### src/rtl/led_matrix_scanner.sv
// Multiplexed LED matrix row scanner with double-buffered frame memory,
// per-row blanking and 4-bit PWM column dimming.
module led_matrix_scanner #(
    parameter int unsigned ROWS           = 8,
    parameter int unsigned COLS           = 8,
    parameter int unsigned ROW_CYCLES     = 65536,
    parameter int unsigned BLANK_CYCLES   = 64,
    parameter bit          ROW_ACTIVE_LOW = 1'b1,
    parameter bit          COL_ACTIVE_LOW = 1'b0,
    localparam int unsigned RW            = $clog2(ROWS)
) (
    input  logic            clock,
    input  logic            reset_n,
    input  logic            enable,
    input  logic [3:0]      brightness,
    input  logic            wr_en,
    input  logic [RW-1:0]   wr_row,
    input  logic [COLS-1:0] wr_data,
    input  logic            swap_req,
    output logic            swap_ack,
    output logic            frame_strobe,
    output logic [RW-1:0]   row_idx,
    output logic [ROWS-1:0] rows,
    output logic [COLS-1:0] cols
);

    localparam int unsigned     CW        = $clog2(ROW_CYCLES);
    localparam logic [CW-1:0]   CNT_LAST  = CW'(ROW_CYCLES - 1);
    localparam logic [CW-1:0]   BLANK_END = CW'(BLANK_CYCLES);
    localparam logic [RW-1:0]   ROW_LAST  = RW'(ROWS - 1);
    localparam logic [ROWS-1:0] ROWS_OFF  = {ROWS{ROW_ACTIVE_LOW}};
    localparam logic [COLS-1:0] COLS_OFF  = {COLS{COL_ACTIVE_LOW}};

    typedef enum logic [1:0] {IDLE, BLANK, DRIVE} state_t;

    state_t          state;
    logic [CW-1:0]   cycle_cnt;
    logic [CW-1:0]   cycle_cnt_nxt;
    logic [RW-1:0]   row_nxt;
    logic            pending;
    logic            pending_nxt;
    logic            front_sel;
    logic            pwm_open;
    logic            wr_ok;
    logic [COLS-1:0] front_row;
    logic [ROWS-1:0] rows_nxt;
    logic [COLS-1:0] cols_nxt;
    logic [COLS-1:0] buf_a [ROWS];
    logic [COLS-1:0] buf_b [ROWS];

    // State decode, scan counters, swap arbitration and next driver levels
    always_comb begin
        state         = IDLE;
        cycle_cnt_nxt = '0;
        row_nxt       = '0;
        frame_strobe  = 1'b0;
        swap_ack      = 1'b0;
        pending_nxt   = pending;
        rows_nxt      = ROWS_OFF;
        cols_nxt      = COLS_OFF;
        wr_ok         = 32'(wr_row) < ROWS;
        front_row     = front_sel ? buf_b[row_idx] : buf_a[row_idx];
        pwm_open      = (brightness == 4'hF) || (cycle_cnt[3:0] < brightness);

        if (enable) begin
            state = (cycle_cnt < BLANK_END) ? BLANK : DRIVE;
            if (cycle_cnt == CNT_LAST) begin
                row_nxt      = (row_idx == ROW_LAST) ? '0 : row_idx + RW'(1);
                frame_strobe = (row_idx == ROW_LAST);
            end else begin
                cycle_cnt_nxt = cycle_cnt + CW'(1);
                row_nxt       = row_idx;
            end
        end

        // A reset edge wins over a swap, so the ack is masked while reset is low
        swap_ack    = reset_n && pending && ((state == IDLE) || frame_strobe);
        pending_nxt = swap_req || (pending && !swap_ack);

        if (state == DRIVE) begin
            rows_nxt = ROWS_OFF ^ (ROWS'(1) << row_idx);
            cols_nxt = COLS_OFF ^ (front_row & {COLS{pwm_open}});
        end
    end

    // Counters, buffers and registered drivers
    always_ff @(posedge clock) begin
        if (!reset_n) begin
            cycle_cnt <= '0;
            row_idx   <= '0;
            pending   <= 1'b0;
            front_sel <= 1'b0;
            rows      <= ROWS_OFF;
            cols      <= COLS_OFF;
            for (int r = 0; r < int'(ROWS); r++) begin
                buf_a[r] <= '0;
                buf_b[r] <= '0;
            end
        end else begin
            cycle_cnt <= cycle_cnt_nxt;
            row_idx   <= row_nxt;
            pending   <= pending_nxt;
            rows      <= rows_nxt;
            cols      <= cols_nxt;
            // The write targets the pre-swap back buffer, so it shows in the new front
            if (wr_en && wr_ok) begin
                if (front_sel) buf_a[wr_row] <= wr_data;
                else           buf_b[wr_row] <= wr_data;
            end
            if (swap_ack) front_sel <= !front_sel;
        end
    end

endmodule
### config.mk
export PLATFORM = sky130hd
export DESIGN_NAME = led_matrix_scanner
export DESIGN_NICKNAME = d
export VERILOG_FILES = /design/src/rtl/led_matrix_scanner.sv
export SDC_FILE = /design/constraint.sdc
export NUM_CORES = 1
export LEC_CHECK = 0
export BUFFER_PORTS_ARGS = -buffer_cell sky130_fd_sc_hd__buf_2
export CORE_ASPECT_RATIO = 0.75
export CORE_MARGIN = 2
export CORE_UTILIZATION = 60
export CTS_BUF_LIST = sky130_fd_sc_hd__clkbuf_2
export DETAILED_ROUTE_END_ITERATION = 16
export PLACE_DENSITY = 0.78
export SLEW_MARGIN = 25
export SYNTH_ARGS = -nofsm -noshare
export SYNTH_HDL_FRONTEND = slang
export SYNTH_SLANG_ARGS = --single-unit
### constraint.sdc
create_clock -name clock -period 3.45 [get_ports clock]
set_clock_uncertainty 0.2 [all_clocks]
set_input_delay 0.345 -clock clock [delete_from_list [all_inputs] [get_ports clock]]
set_output_delay 0.345 -clock clock [all_outputs]
set_load 0.02 [all_outputs]
==> impl_summary.md, run 1 <==
Clocking
The buffer depth of the longest clock path is 2. The clock tree from TritonCTS is done. The H-tree depth reported by CTS is 4. In this run, CTS created clock tree buffers numbering 17. The buffer cell driving the clock tree root is sky130_fd_sc_hd__clkbuf_2. After clock tree synthesis, the clock-pin slew on the worst setup and hold paths is ~260 ps. The clock network latency to the later pin of the worst-skew pair is around 750 ps. The total setup buffers inserted after CTS is 0. Clock tree synthesis found a total of around 170 sinks.

Synth
Of all flip-flops after synthesis, the portion carrying an async set or reset was 0. Synthesis produced a netlist whose cell count is between 500 and 600. The number of nets in the synthesized netlist is about 590.

The netlist area before placement is roughly 7600 sq um. In this run, synthesis inferred roughly 130 flip-flops with an integrated enable. The total of flip-flops plus latches after synthesis is roughly 170. The most frequently used flop master after synthesis is sky130_fd_sc_hd__edfxtp_1. The share of the Yosys chip area taken by registers is 0.614. The count of yosys warnings during synthesis is 0. The unique cell type count in the Yosys netlist is 45.

Dividing the synthesized area by the synthesized cell count gives between 10 and 15 sq um.

Global routing
The initial antenna violation count is 1. The via count of the first global-routing pass is around 4700. After global routing the overflow that remains totals 0.

For this run, the total global-route usage over all layers was measured as 0.264. The first global-routing pass estimated between 20000 and 30000 um of wire. Entering global routing, the biggest net connects 33 pins.

Critical path
The data required time at the worst endpoint is approximately 2900 ps. On the critical path, the stage with the largest delay is an instance of sky130_fd_sc_hd__dfxtp_1. Together, buffers and inverters on the worst path number 1. The worst path arrival time is approximately 2500 ps. The maximum cell stage delay along the critical path is 470 ps.

The signal on the critical path passes through ha_1 > nand3_1 > nor3_2 > nand3_1 > a21oi_1 > buf_2. Among the stages of the critical path, the cell type that occurs most often is sky130_fd_sc_hd__nand3_1. The type of origin of the critical path is a flip-flop. The gate family responsible for the most delay along the worst path is simple AND/OR/NAND/NOR gates. The critical path class is flip-flop to output pin.

Along the worst path, the maximum fanout reaches 6. The critical path capture point type is an output pin.

Routing
The number of vias after detailed routing is between 4000 and 5000. In this run the remaining antenna-violating nets after routing total 0. After detailed routing, the number of vias per cell comes to ~6. Dividing the detail-routed wire length by the instance count gives 20.5 um.

The pre-antenna-repair detailed-routing pass consisted of 5 iterations. In this run, the number of DRC markers left after iteration 0 of detailed routing was about 540. For this run, design rule violations remaining after detail routing come to 0.

Summed over all layers, the routed wires come to 16400 um.

Floorplanning
The floorplan step defined a die boundary enclosing between 10000 and 15000 sq um. The number of top-level pins is between 40 and 50. The floorplan has 35 rows. The initial utilization of the core area, before any placement, comes to 0.614. The area of the core is 12300 sq um. The width of the die is 134 um. The height of the chip is approximately 100 um.

Placed design
The final RePlAce weighted congestion is 0.793. The detailed placement HPWL is ~11000 um. The count of input and output buffers is 40.

In this run the cell area measured after placement is ~8000 sq um.

STA
Static timing analysis puts the maximum clock frequency at about 320 MHz. The number of endpoints failing setup at the final stage is 0. The number of slew-limit violations in the final report is 0. The count of final hold-check violations is 0.

The setup TNS is 0 ps. Setup repair after global routing left no endpoint under its margin. The worst hold margin is around 66 ps.

The worst relative slew slack is 0.331. The actual transition at the worst max-transition pin is ~1000 ps. The final critical path time including I/O delays and setup is around 3100 ps.

The share of the cycle needed by the critical path after routing is 0.892.

Hold path
The class of the tightest hold or removal check is input port to flip-flop.

Final layout
The proportion of layout cells with a drive suffix above 1 is 0.207. The footprint of the multi-input gates is 2760 sq um. Leaving out fill and tap cells, the most frequent cells in the layout are sky130_fd_sc_hd__and2_1 (131), sky130_fd_sc_hd__edfxtp_1 (128), sky130_fd_sc_hd__buf_2 (40), sky130_fd_sc_hd__nor2_1 (39), sky130_fd_sc_hd__dfxtp_1 (39). The final design instance area without fill is approximately 8400 sq um. Leaving out fill and tap cells, the most frequent cell in the layout is sky130_fd_sc_hd__and2_1. In the final design database the tool counted approximately 650 nets. The fill cell instance count of the final layout is just under 900. The sequential standard cell area is about 4600 sq um. The layout-stage area growth over the synthesis result is 10.6%.

Power and ir drop
In this run the power density over the cells is 424 nW/um^2. The maximum vdd ir drop is around 0.00034 V. The leakage dissipation is roughly 3.1 nW.

Outcome
The run finished with clean final reports.

Run
The max-capacitance violation count is 0.
path summary, 6_finish.rpt:
kind / startpoint / slack (ps) / cells after the start / endpoint
max: cycle_cnt[0] / 370 / 6 / swap_ack
min: brightness[2] / 70 / 3 / cols[3]
max reg2reg: front_sel / 810 / 3 / buf_a[2][0]
min reg2reg: cycle_cnt[0] / 330 / 1 / cycle_cnt[0]
tightest hold or removal path: stages:
cell	delay [ps]
sky130_fd_sc_hd__buf_2	100
sky130_fd_sc_hd__a41oi_2	310
sky130_fd_sc_hd__a211oi_1	220
flip-flops by register name, summed over array words and instances (netlist names), named ones only:
signal     cells
rows           8
cols           8
row_idx        3
front_sel      1
buf_b         64
buf_a         64
pending        1
cycle_cnt     16
per-layer routing:
metal | share of wire | track usage | routed length (um)
met3 | 0.070 | 0.0571 | 1150
met1 | 0.44 | 0.369 | 7140
met4 | 0.030 | 0.119 | 488
met2 | 0.46 | 0.406 | 7630
met5 | 0 | 0 | 0
cell usage after synthesis (7+ instances only):
master / count / share of area
sky130_fd_sc_hd__a211oi_1: 9 / 0.0089
sky130_fd_sc_hd__a21oi_1: 7 / 0.0046
sky130_fd_sc_hd__a22o_1: 16 / 0.019
sky130_fd_sc_hd__and2_1: 131 / 0.11
sky130_fd_sc_hd__clkbuf_1: 13 / 0.0065
sky130_fd_sc_hd__dfxtp_1: 40 / 0.11
sky130_fd_sc_hd__edfxtp_1: 128 / 0.51
sky130_fd_sc_hd__ha_1: 10 / 0.017
sky130_fd_sc_hd__inv_1: 10 / 0.0050
sky130_fd_sc_hd__mux4_2: 32 / 0.095
sky130_fd_sc_hd__nand2_1: 20 / 0.0099
sky130_fd_sc_hd__nand2b_1: 7 / 0.0058
sky130_fd_sc_hd__nand3_1: 9 / 0.0060
sky130_fd_sc_hd__nor2_1: 39 / 0.019
sky130_fd_sc_hd__o21ai_0: 18 / 0.012
layout make-up:
cell class | instances | share of cell area
tap | 166 | 0.0248
inverter | 11 | 0.00494
clock buffer | 17 | 0.0102
antenna | 1 | 0.000299
timing repair buffer | 71 | 0.0563
sequential | 168 | 0.556
multi-input combinational | 352 | 0.330
clock inverter | 15 | 0.0181
power breakdown:
part | internal, mW | switching, mW
clock | 0.242 | 0.792
combinational | 0.0891 | 0.152
sequential | 2.24 | 0.0298
stage by stage:
stage / utilization / instances / power, mW / worst slack (ps)
2_1_floorplan: - / 556 / 2.43 / 1100
3_3_place_gp: 0.647 / 753 / 2.52 / 1060
3_5_place_dp: 0.647 / 753 / 2.53 / 848
4_1_cts: 0.678 / 800 / 3.56 / 156
5_1_grt: 0.679 / 801 / 3.67 / 144
6_report: 0.679 / 801 / 3.54 / 372
repair_timing:
| item | in CTS | in global routing |
|---|---|---|
| gates resized for setup | 0 | 1 |
| hold endpoints to repair | 144 | 0 |
| hold buffers | 15 | 0 |
| setup endpoints to repair | 0 | 1 |
logic make-up (layout without fill, tap and decap cells):
group                      after synthesis  after routing  share of synthesized area
and+or+nand+nor                        241            241                      0.183
DFF                                    168            168                      0.614
AOI/OAI and AO/OA                       58             58                     0.0554
buffers and inverters                   36            114                     0.0227
muxes                                   32             32                     0.0953
xor gates and xnor gates                11             11                     0.0127
adders and majority gates               10             10                     0.0166
other                                    0              1                          0
Power figures use the tool's default switching activity.
==> run 2, diff against run 1 <==
- CORE_ASPECT_RATIO: 0.75 -> 1.4
==> run 2 against run 1 <==
Die area is essentially flat; register-to-register slack gained 160 ps; critical path type unchanged; largest power group unchanged; global-route usage shrank 1.9 points; highest routed layer unchanged; non-clock buffer count shrank 1; count of clock-buffer cells in the layout is the same; core utilization shrank 0.11 points; routed wire length shrank 4.0%; sequential share of layout area grew 0.058 points; combinational power shrank 6%; flip-flop and latch count is the same; design area shrank 0.10%.
==> impl_summary.md, run 2 (same netlist as run 1, synthesis figures left out) <==
STA
In the finished design, the share of the clock period the worst path needs comes to 0.883. The maximum clock frequency is 328 MHz. The actual transition at the worst max-transition pin is about 890 ps. Setup violations remaining at the end of the flow were counted as 0. The number of slew-limit violations in the final report is 0. The count of final hold-check violations is 0.

The setup TNS is 0 ps. Setup repair after global routing left no endpoint under its margin. Headroom to the max-slew limit came out at 0.403. The final critical path time including I/O delays and setup is 3050 ps.

Global routing
The initial antenna violation count is 1. In the global route stage, overall resource usage came out at 0.245. The first global-routing pass estimated about 24000 um of wire.

The via count of the first global-routing pass is ~4600. The maximum number of pins on one net before global-route repair is 27. Global routing finished with a remaining overflow of 0.

Routing
Dividing the detail-routed via count by the number of cells gives around 5.8. The residual DRC count is 0. The top metal layer carrying routed signals is met4. After detailed routing, the wire length on met1 is 5990 um. Wires add up to around 16000 um. For this run, the detailed router's first-pass iteration total came to 4. The average wire per cell in the routed design is between 20 and 25 um.

The number of vias after detailed routing is 4575. Summed over all nets, wire length on met3 after detailed routing comes to ~740 um. Wire segments on met2 add up to around 8500 um in the final route. Once detail routing completed, the nets flagged for antenna violations numbered 0.

The number of violations reported at the end of detailed-routing iteration 0 is 288.

Power and ir drop
Dividing total power by cell area gives a power density of about 430 nW/um^2. The maximum vdd ir drop is roughly 0.00031 V. Summed over all cells, the static leakage comes to 3.05 nW. The total power is approximately 3.6 mW.

Critical path
Tracing the worst setup path back leads to its startpoint at cycle_cnt[0]. The worst path arrival time is 2500 ps. In this run the worst setup path terminates at frame_strobe. The critical path class is flip-flop to output pin. Measured in cells, the most critical reg-to-reg path has a length of 6. The worst setup path is captured at an output pin. The largest fanout on the critical path is 6. STA puts the critical path data required time at about 2900 ps. The end of the worst register-to-register path is pending. The startpoint identified for the worst register-to-register timing path is cycle_cnt[0].

For flop-to-flop paths, the worst setup slack is 970 ps. The worst setup path is launched from a flip-flop.

Placed design
At the end of routability-driven placement, the weighted congestion stood at 0.868. Port buffering added 40 buffers. The detailed placement HPWL is ~11000 um. In this run, placement finished with an instance count of 736.

Floorplanning
The core region is 12300 sq um. The initial utilization of the core area, before any placement, comes to 0.614. The height of the chip is around 140 um. just over 40 I/O pins were placed. The total die area is between 10000 and 15000 sq um. The width of the die is just under 100 um. The number of placement rows is 48.

Final layout
The layout-stage area growth over the synthesis result is 10.5%. The final standard cell count with taps included and fillers excluded is just under 800. In the layout the commonest cells are sky130_fd_sc_hd__and2_1 (131), sky130_fd_sc_hd__edfxtp_1 (128), sky130_fd_sc_hd__buf_2 (40), sky130_fd_sc_hd__nor2_1 (39), sky130_fd_sc_hd__dfxtp_1 (39).

The most common library cell in the layout ignoring fill and taps is sky130_fd_sc_hd__and2_1. The largest registers in the layout are buf_a x64, buf_b x64, cycle_cnt x16. The final-stage net count is 650. Of the cells placed in the final design, the portion with a size suffix greater than 1 is 0.202. The final cell utilization of the core is 0.678.

Run
Max-cap violations in this run came to 0.

Clocking
The buffer cell driving the clock tree root is sky130_fd_sc_hd__clkbuf_2. The CTS buffer count is 17. The tree built by TritonCTS fans out to approximately 170 sinks. The clock tree from TritonCTS is done.

The clock-pin slew on the worst setup and hold paths is between 200 and 250 ps. The clock network latency to the later pin of the worst-skew pair is 690 ps. Counting along the longest clock path gives a buffer depth of 2. The H-tree depth reported by CTS is 4.

Hold path
The min-delay analysis places its worst path in the category input port to flip-flop.

Outcome
The run finished with clean final reports.
==> run 2: cell types whose count changed in the layout (fill, tap and decap cells not counted), sizes merged <==
cell / delta
inv: -3
bufinv: +2
clkinvlp: +3
clkinv: -2
buf: -1
==> run 2: repair_timing <==
item | 4_1_cts | 5_1_grt
gates resized for setup | 0 | 1
setup buffers | 0 | 0
hold endpoints to repair | 144 | 0
hold buffers | 15 | 0
setup endpoints to repair | 0 | 1
==> run 2: power by group <==
part / internal (mW) / switching (mW) / total, mW
logic: 0.0858 / 0.140 / 0.226
registers: 2.24 / 0.0317 / 2.27
clock network: 0.348 / 0.713 / 1.06
==> run 2: critical path, stage by stage (launching register included) <==
cell and delay [ps]:
sky130_fd_sc_hd__dfxtp_1 460, sky130_fd_sc_hd__ha_1 310, sky130_fd_sc_hd__nand3_1 160, sky130_fd_sc_hd__or3_4 400, sky130_fd_sc_hd__nor4_1 270, sky130_fd_sc_hd__buf_2 210
==> run 2: final cells by class <==
type,count,area (sq um)
repair buffers,70,475
fillers,873,3960
well taps,150,188
multi-input cells,352,2750
flip-flops and latches,168,4650
clock buffers,17,85.1
inverters,11,41.3
clock inverters,15,165
diodes,1,2.50
==> run 2: per-layer routing <==
metal  global-route usage  vias up
li1                     -     2167
met4                0.106        0
met1                0.287     2238
met3               0.0495       28
met5                    0        -
met2                0.436      142
==> run 2: per-stage QoR <==
stage	hold WS [ps]	instance area (sq um)	setup slack (ps)
after floorplan	244	7560	1100
after global placement	260	7940	1050
after detailed placement	268	7940	855
after CTS	17.5	8340	239
after global routing	48.1	8350	145
final	109	8350	405
==> run 2: worst min-delay path by stage <==
stage,depth (start not counted),startpoint,slack [ps],to
6_report,3,wr_row[0],110,buf_a[2][6]
5_1_grt,3,wr_row[0],50,buf_a[0][1]
4_1_cts,3,wr_row[0],20,buf_a[2][5]
3_5_place_dp,1,cycle_cnt[0],270,cycle_cnt[0]
3_3_place_gp,1,cycle_cnt[0],260,cycle_cnt[0]
2_1_floorplan,1,cycle_cnt[0],240,cycle_cnt[0]
==> run 3, diff against run 2 <==
- MAX_ROUTING_LAYER: not set -> met4
- RECOVER_POWER: not set -> 25
==> run 3 against run 2 <==
Critical path depth did not move; register-to-register slack got worse by 100 ps; global-route usage is 0.69 points higher; final cell count is 0.26% higher; routed wire length up 1.9%; die area stayed put; non-clock buffer count up 3; critical endpoint unchanged.
==> impl_summary.md, run 3 (same netlist as run 1, synthesis figures left out) <==
Routing
The final antenna-violating net count is 0. The first routing iteration left 250 violations. The number of vias after detailed routing is between 4000 and 5000. The residual DRC count is 0. The overall routed net length is around 16000 um. The detailed-route vias per instance is 5.90. Dividing the detail-routed wire length by the instance count gives between 20 and 25 um. For this run, the detailed router's first-pass iteration total came to 5.

Power and ir drop
The proportion of power drawn by the clock network is 0.283. The leakage dissipation is roughly 3 nW. Power spread over the standard cell area amounts to between 400 and 500 nW/um^2. The net switching share of the total power is 0.268. The analysis attributes to net switching a power of 934 uW. The share of total power dissipated in sequential elements is 0.652. The combinational share of power is 0.065. The worst-case IR drop observed on VDD is ~0.00031 V. The internal portion of the total power is between 2 and 3 mW.

Global routing
The initial antenna violation count was 0. For this run, global-route usage on met3 was measured as 0.0465. The first-pass GRT wire length is ~25000 um.

The via count of the first global-routing pass is 4628. The fraction of met1 tracks used by global routing is 0.285. The met2 demand-to-capacity share in global routing is 0.457. The maximum number of pins on one net before global-route repair is 27. The overall track demand over capacity in global routing is 0.252. The total overflow left after global routing is 0. The layer with the highest usage after global routing is met2.

Floorplanning
The number of placement rows is 48. The total die area is between 10000 and 15000 sq um. The number of top-level pins is 41. The floorplan step set the die height to 137 um. The initial core utilization is 0.614. The die is roughly 99 um wide. The area of the core is roughly 12000 sq um.

Final layout
Across the whole layout, storage elements account for 4650 sq um. The fill cell instance count of the final layout is 913. The footprint of the multi-input gates is 2750 sq um. In the final layout, the registers with the most flip-flops are buf_a x64, buf_b x64, cycle_cnt x16.

The finished layout holds 786 standard cells, fillers aside. Compared with the post-synthesis result, the final layout area differs by 9.53%. The number of antenna cells inserted is 0. The most common library cell in the layout ignoring fill and taps is sky130_fd_sc_hd__edfxtp_1. The proportion of layout cells with a drive suffix above 1 is 0.164.

In the layout the commonest cells are sky130_fd_sc_hd__edfxtp_1 (128), sky130_fd_sc_hd__and2_1 (127), sky130_fd_sc_hd__nor2_1 (39), sky130_fd_sc_hd__dfxtp_1 (39), sky130_fd_sc_hd__mux4_2 (32). Measured on the finished design, the core utilization comes to 0.673. The net count of the finished layout is approximately 650.

Placed design
The detailed placement HPWL is ~11000 um. The final RePlAce weighted congestion is 0.873. After detailed placement, the design holds a cell count of 737. The count of buffers added on input and output ports is 40.

Clocking
The clock-pin slew on the worst setup and hold paths is between 200 and 300 ps. The CTS buffer count is 17. CTS built an H-tree with a depth of 4. The buffer cell driving the clock tree root is sky130_fd_sc_hd__clkbuf_2. TritonCTS built the clock tree.

The buffer depth of the longest clock path is 2. The clock drives ~170 sinks. At the later pin of the worst-skew pair, clock insertion delay measures between 700 and 800 ps.

STA
The maximum clock frequency is between 300 and 400 MHz. The share of the cycle needed by the critical path after routing is 0.891. The number of slew-limit violations in the final report is 0. Headroom to the max-slew limit came out at 0.286. The routed design could run at a clock period as short as between 3000 and 4000 ps.

At the pin with the least slew margin, the transition time is between 1000 and 1500 ps. Setup violations remaining at the end of the flow were counted as 0. Setup total negative slack on the finished layout was measured at 0 ps. Setup repair after global routing left no endpoint under its margin. The count of final hold-check violations was 0.

Critical path
In this run the worst path has a maximum fanout of 6. The slowest stage of the critical path is the sky130_fd_sc_hd__dfxtp_1 cell. STA classifies the critical path endpoint as an output pin. Broken down by cell family, the worst path's largest delay share belongs to simple AND/OR/NAND/NOR gates.

For the worst setup path, the data required time is 2900 ps. The worst path arrival time is about 2500 ps. The type of origin of the critical path is a flip-flop. The number of buffers and inverters on the critical path is 1. The critical path class is flip-flop to output pin. The maximum cell stage delay along the critical path is 450 ps. Walking the worst path, the cells encountered are ha_1 > nand3_1 > or3_4 > nor4_1 > buf_2.

Run
Across the run, the number of max-cap violations was 0.

Outcome
The flow ran to the end, and the final reports show no timing, DRC or antenna violations.

Hold path
In this run the worst hold path is classified as input port to flip-flop.
==> run 3: changes by cell type in the layout (fill, tap and decap cells not counted), sizes merged <==
cell,change
clkbuf,+26
buf,-25
inv,+3
bufinv,-2
dlygate4sd3,+2
clkinv,-1
diode,-1
==> run 3: what timing repair did <==
action | 4_1_cts | 5_1_grt
resized for setup | 0 | 1
buffers inserted | 0 | 0
hold endpoints to repair | 138 | 0
setup endpoints to repair | 0 | 1
hold buffers | 17 | 0
==> run 3: through the flow <==
| stage | cell area (sq um) | setup WS (ps) | total power [mW] | hold slack, ps |
|---|---|---|---|---|
| final | 8280 | 377 | 3.48 | 65.6 |
| after global placement | 7940 | 1060 | 2.52 | 259 |
| after floorplan | 7560 | 1100 | 2.43 | 244 |
| after global routing | 8280 | 186 | 3.59 | 29.3 |
| after detailed placement | 7940 | 828 | 2.53 | 284 |
| after CTS | 8330 | 231 | 3.50 | 25.8 |
==> run 3: area by class of cell <==
| cell class | count | area share |
|---|---|---|
| Timing Repair Buffer | 73 | 0.0526 |
| Multi-Input combinational cell | 352 | 0.332 |
| Clock inverter | 15 | 0.0165 |
| Tap cell | 150 | 0.0227 |
| Clock buffer | 17 | 0.0103 |
| Inverter | 11 | 0.00499 |
| Sequential cell | 168 | 0.561 |
==> run 3: final timing paths <==
path / from / end / slack, ps / cells past startpoint
worst max-delay path: cycle_cnt[1] / frame_strobe / 380 / 5
worst min register to register: cycle_cnt[0] / cycle_cnt[0] / 320 / 1
worst max register to register: front_sel / buf_a[0][3] / 870 / 4
worst min-delay path: wr_row[0] / buf_b[2][2] / 70 / 3
==> run 3: worst register-to-register path, delay by kind of cell, from the launching register on <==
family / cells / cell delay, ps
flops: 1 / 630
simple gates: 3 / 1120
buf+inv: 1 / 540
==> run 3: power by group through the flow <==
stage	registers [mW]	logic [mW]	clock network, mW
global placement	2.31	0.209	0
CTS	2.27	0.230	1.00
finish	2.27	0.226	0.987
global route	2.28	0.244	1.07
detailed placement	2.31	0.214	0
floorplan	2.30	0.134	0
==> run 3: per-layer routing <==
metal / vias up / wire length [um]
met5: - / 0
met3: 18 / 710
met1: 2311 / 6210
met4: 0 / 244
met2: 125 / 8890
li1: 2180 / -
